### src/rtl/uart_word_sequencer.sv
// Word sequencer between the APB side and the byte-wide UART transmitter/receiver.
// Optional RX partial-word timeout: define UART_RX_TIMEOUT_EN.
module uart_word_sequencer #(
  parameter int BYTES_PER_WORD = 4,
  parameter int TX_GAP_CYCLES  = 0,
  parameter int TIMEOUT_CYCLES = 1000
) (
  input  logic        clk,
  input  logic        rst_n,
  input  logic        tx_word_valid,
  input  logic [31:0] tx_word,
  output logic        tx_word_ready,
  output logic        tx_start,
  output logic [7:0]  tx_byte,
  input  logic        tx_done,
  input  logic        rx_byte_valid,
  input  logic [7:0]  rx_byte,
  output logic        rx_word_valid,
  output logic [31:0] rx_word,
  input  logic        rx_word_ready,
  output logic        rx_overrun,
  output logic        rx_timeout
);

  localparam int IDXW = $clog2(BYTES_PER_WORD);
  localparam logic [IDXW-1:0] LAST_IDX = IDXW'(BYTES_PER_WORD - 1);
  localparam logic [7:0] GAP_LAST = 8'((TX_GAP_CYCLES > 0) ? TX_GAP_CYCLES - 1 : 0);

  typedef enum logic [1:0] {T_IDLE, T_START, T_WAIT, T_GAP} tx_state_t;
  typedef enum logic {R_COLLECT, R_HOLD} rx_state_t;

  tx_state_t       tx_state;
  logic [31:0]     tx_shift;
  logic [IDXW-1:0] tx_idx;
  logic [7:0]      gap_cnt;
  rx_state_t       rx_state;
  logic [IDXW-1:0] rx_idx;
  logic            rx_tmo_hit;

  // tx_byte always shows shift[7:0] of the byte being requested; it only changes when tx_start is raised.
  always_ff @(posedge clk) begin
    if (!rst_n) begin
      tx_state      <= T_IDLE;
      tx_shift      <= '0;
      tx_idx        <= '0;
      gap_cnt       <= '0;
      tx_word_ready <= 1'b1;
      tx_start      <= 1'b0;
      tx_byte       <= '0;
    end else begin
      tx_start <= 1'b0;
      case (tx_state)
        T_IDLE: begin
          if (tx_word_valid && tx_word_ready) begin
            tx_shift      <= tx_word;
            tx_idx        <= '0;
            tx_byte       <= tx_word[7:0];
            tx_start      <= 1'b1;
            tx_word_ready <= 1'b0;
            tx_state      <= T_START;
          end
        end
        T_START: tx_state <= T_WAIT;
        T_WAIT: begin
          if (tx_done) begin
            tx_shift <= tx_shift >> 8;
            if (tx_idx == LAST_IDX) begin
              tx_word_ready <= 1'b1;
              tx_state      <= T_IDLE;
            end else begin
              tx_idx <= tx_idx + 1'b1;
              if (TX_GAP_CYCLES == 0) begin
                tx_byte  <= tx_shift[15:8];
                tx_start <= 1'b1;
                tx_state <= T_START;
              end else begin
                gap_cnt  <= '0;
                tx_state <= T_GAP;
              end
            end
          end
        end
        T_GAP: begin
          if (gap_cnt == GAP_LAST) begin
            tx_byte  <= tx_shift[7:0];
            tx_start <= 1'b1;
            tx_state <= T_START;
          end else begin
            gap_cnt <= gap_cnt + 1'b1;
          end
        end
        default: tx_state <= T_IDLE;
      endcase
    end
  end

  // A byte arriving on the handshake cycle starts the next word instead of being dropped.
  always_ff @(posedge clk) begin
    if (!rst_n) begin
      rx_state      <= R_COLLECT;
      rx_idx        <= '0;
      rx_word       <= '0;
      rx_word_valid <= 1'b0;
      rx_overrun    <= 1'b0;
    end else begin
      rx_overrun <= 1'b0;
      case (rx_state)
        R_COLLECT: begin
          if (rx_byte_valid) begin
            for (int b = 0; b < BYTES_PER_WORD; b++) begin
              if (rx_idx == IDXW'(b)) rx_word[8*b +: 8] <= rx_byte;
            end
            if (rx_idx == LAST_IDX) begin
              rx_idx        <= '0;
              rx_word_valid <= 1'b1;
              rx_state      <= R_HOLD;
            end else begin
              rx_idx <= rx_idx + 1'b1;
            end
          end else if (rx_tmo_hit) begin
            rx_idx  <= '0;
            rx_word <= '0;
          end
        end
        R_HOLD: begin
          if (rx_word_ready) begin
            rx_word_valid <= 1'b0;
            rx_state      <= R_COLLECT;
            rx_word       <= {24'h000000, rx_byte_valid ? rx_byte : 8'h00};
            rx_idx        <= rx_byte_valid ? IDXW'(1) : '0;
          end else if (rx_byte_valid) begin
            rx_overrun <= 1'b1;
          end
        end
        default: rx_state <= R_COLLECT;
      endcase
    end
  end

`ifdef UART_RX_TIMEOUT_EN
  localparam logic [15:0] TMO_LAST = 16'(TIMEOUT_CYCLES - 1);
  logic [15:0] tmo_cnt;

  // Counter only runs while a partial word sits in R_COLLECT; an arriving byte always beats the timeout.
  assign rx_tmo_hit = (rx_state == R_COLLECT) && (rx_idx != '0) && !rx_byte_valid &&
                      (tmo_cnt == TMO_LAST);

  always_ff @(posedge clk) begin
    if (!rst_n) begin
      tmo_cnt    <= '0;
      rx_timeout <= 1'b0;
    end else begin
      rx_timeout <= rx_tmo_hit;
      if (rx_state != R_COLLECT || rx_idx == '0 || rx_byte_valid || rx_tmo_hit)
        tmo_cnt <= '0;
      else
        tmo_cnt <= tmo_cnt + 1'b1;
    end
  end
`else
  assign rx_tmo_hit = 1'b0;
  assign rx_timeout = 1'b0;
`endif

endmodule

### config.mk
export PLATFORM = sky130hd
export DESIGN_NAME = uart_word_sequencer
export DESIGN_NICKNAME = d
export VERILOG_FILES = /design/src/rtl/uart_word_sequencer.sv
export SDC_FILE = /design/constraint.sdc
export NUM_CORES = 1
export LEC_CHECK = 0
export ABC_AREA = 1
export BUFFER_PORTS_ARGS = -buffer_cell sky130_fd_sc_hd__buf_2
export CAP_MARGIN = 0
export CORE_MARGIN = 4
export CORE_UTILIZATION = 58
export DETAILED_ROUTE_END_ITERATION = 8
export GPL_ROUTABILITY_DRIVEN = 0
export PLACE_DENSITY_LB_ADDON = 0.25
export SYNTH_ARGS = -nofsm -noshare
export SYNTH_HDL_FRONTEND = slang
export SYNTH_SLANG_ARGS = --single-unit
### constraint.sdc
create_clock -name clk -period 3.05 [get_ports clk]
set_input_delay 0.305 -clock clk [delete_from_list [all_inputs] [get_ports clk]]
set_output_delay 0.305 -clock clk [all_outputs]
set_load 0.1 [all_outputs]
==> results.md <==
* Outcome: complete, no violations
* Via count at 3995
* Layout cells sized above 1 at 20.5%
* Post-DP Area at 4640 um2
* Critical Path RT at 3.28 ns
* I/O pins at 91
* Final min period at 2.23 ns
* DR WL/cell at 12.5 um
* Die Height at 93.6 um
* Total Routing Usage GR at 21.9%
* Initial antenna violation count at 0
* Die Area at 8760 um2
* Final Cycle Share at 73.2%
* Post-synth EDFFs at 0
* Cell Area, Synth at 4250 um2
* Post-Route WL at 9700 um
* Post-cts sizing count at 0
* Clk sinks at 91
* Startpoint types: flip-flop
* P_leak at 2.34 nW
* Cell row count at 30
* Seq cells post-synth at 91
* Diodes inserted at 0
* Yosys Warn Count at 0
* Vias in the first global route at 3514
* Fmax at 0.448 GHz
* H-Tree Depth at 3
* Core area at 6940 um2
* Nets at 727
* Crit Path Max Fanout at 34
* Latest clock arrival within the worst-skew pair at 0.36 ns
* Power density cells at 742 nW/um2
* Synth area leaders: dfxtp_1 43%, nand2_1 13%, nor2_1 9.4%
* Top-area cell type share of the netlist area at 42.8%
* Root Driver: clkbuf_8
* Initial Util at 61.2%
* Worst VDD drop at 441 uV
* Die span in x at 93.6 um
* Slew @ Worst Pin at 0.781 ns
* Register area share after synthesis at 42.8%
* WP data arrival at 2.47 ns
* Number of max-cap violations at 0
* Asr flop ratio synth at 0%
* Worst slack, placed at 0.858 ns
* PortBufs at 89
* Inserted Clock Buffers at 9
* Clk slew on worst S/H paths at 0.09 ns
* Met3 Resource Use GR at 3.86%
* Sum Neg Setup Slack at 0 ns
* Most common cell in the synthesized netlist: nand2_1
* Drt via density at 5.15
* Final HPWL DP at 6710 um
* Met2 global-route usage at 35.1%
* Largest net degree at the start of global routing at 71
* First-pass GRT wire length at 15600 um
* Syn Nets at 658
* CP Capture Type: flip-flop
* Post-Synthesis Cells at 605
* Final Skew at 0.0112 ns
* Drt pass-1 iters at 5
* Synthesized area per cell at 7.03 um2
* Busiest grt layer: met2
* Hold WC Path Type: in -> reg
* Fin area at 4840 um2
* Biggest area consumer among synthesized cells: dfxtp_1
* RSZ-0062 raised after global routing: no
* Yosys cell types at 34
* Ys flop type: dfxtp_1
* Final core occ at 69.7%
* Pins over their slew limit at 0
* Final worst-path setup slack at 0.816 ns
* DRC violations left at 0
* Worst rel slew slack at 47.9%
* # hold bufs at CTS at 0
* Endpoints failing setup at 0
* Maximum buffer depth of the clock tree at 2
* Post-detailed-route count of antenna-violating nets at 0
* Postcts setup bufs at 0
* 1st-iter DRT viols at 262
* Pwr Total at 3.59 mW
* Layout area overhead at 13.8%
* CTS tree: built
* Cell Count, Final, Fillers Out at 775
* GRT met1 Usage at 29.4%
* Final hold vios at 0
* Placed insts at 759
* Fin Hold WS at 0.136 ns
* Critical path type: reg -> reg
* Grt total ovfl at 0
* Top post-synthesis cells by count: 144 x nand2_1, 107 x nor2_1, 91 x dfxtp_1
## sequential cells by signal, summed over array words and instances (netlist names)
register,cells
tx_state,2
tx_idx,2
rx_word,32
gap_cnt,8
rx_idx,2
rx_word_valid,1
tx_byte,8
tx_shift,32
tx_start,1
rx_state,1
rx_overrun,1
tx_word_ready,1
## final timing paths
kind	startpoint	endpoint	slack, ns	cells past startpoint
setup / recovery	tx_state[1]$_SDFFE_PN0P_	tx_shift[22]$_SDFFE_PN0P_	0.82	8
hold / removal	rx_word_ready	rx_overrun$_SDFF_PP0_	0.14	2
setup reg to reg	tx_state[1]$_SDFFE_PN0P_	tx_shift[22]$_SDFFE_PN0P_	0.82	8
hold reg to reg	tx_shift[23]$_SDFFE_PN0P_	tx_shift[23]$_SDFFE_PN0P_	0.46	2
## cells in the final DEF, fill, tap and decap left out, drive strengths merged
master / netlist / final
nand2: 150 / 150
nor2: 113 / 113
buf: 23 / 92
dfxtp: 91 / 91
o21ai: 74 / 74
a21oi: 49 / 49
inv: 44 / 45
nand3: 30 / 30
clkbuf: 11 / 11
ha: 7 / 7
clkinv: 1 / 4
xor2: 3 / 3
nor3: 3 / 3
nand3b: 2 / 2
a31oi: 1 / 1
o211ai: 1 / 1
o22ai: 1 / 1
conb: 1 / 1
bufinv: 0 / 1
## logic make-up (layout without fill, tap and decap cells)
| family | count (synthesis) | in the layout | synth area share (%) |
|---|---|---|---|
| other | 1 | 1 | 0.0882 |
| xor gates and xnor gates | 3 | 3 | 0.618 |
| adders and majority gates | 7 | 7 | 2.06 |
| AOI/OAI and AO/OA | 126 | 126 | 15.8 |
| and+or+nand+nor | 298 | 298 | 29.7 |
| buffers and inverters | 79 | 153 | 8.86 |
| DFF | 91 | 91 | 42.8 |
## where the power goes
group	internal (mW)	switching, mW	total, mW	leakage (nW)
logic	0.283	1.01	1.29	1.49
registers	1.36	0.0973	1.46	0.746
clock network	0.406	0.428	0.834	0.104
## worst max-delay path, stage by stage, from the launching register on
cell and delay, ns:
dfxtp_1 0.56, inv_4 0.12, nor2_4 0.09, buf_4 0.25, nand2_1 0.12, nand2_2 0.32, inv_2 0.32, o21ai_0 0.25
a21oi_1 0.06
## area by class of cell
cell class / count / area [um2]
clock inverters: 5 / 61.3
flip-flops and latches: 91 / 1820
clock buffers: 11 / 141
multi-input cells: 435 / 2050
inverters: 45 / 173
repair buffers: 92 / 468
well taps: 96 / 120
fillers: 598 / 2110
## routing by layer
metal / vias up / wire [um]
met3: 11 / 649
met4: 0 / 124
li1: 2062 / -
met5: - / 0
met2: 125 / 4500
met1: 1797 / 4420
Note: power is estimated with default switching activity, not from simulation.
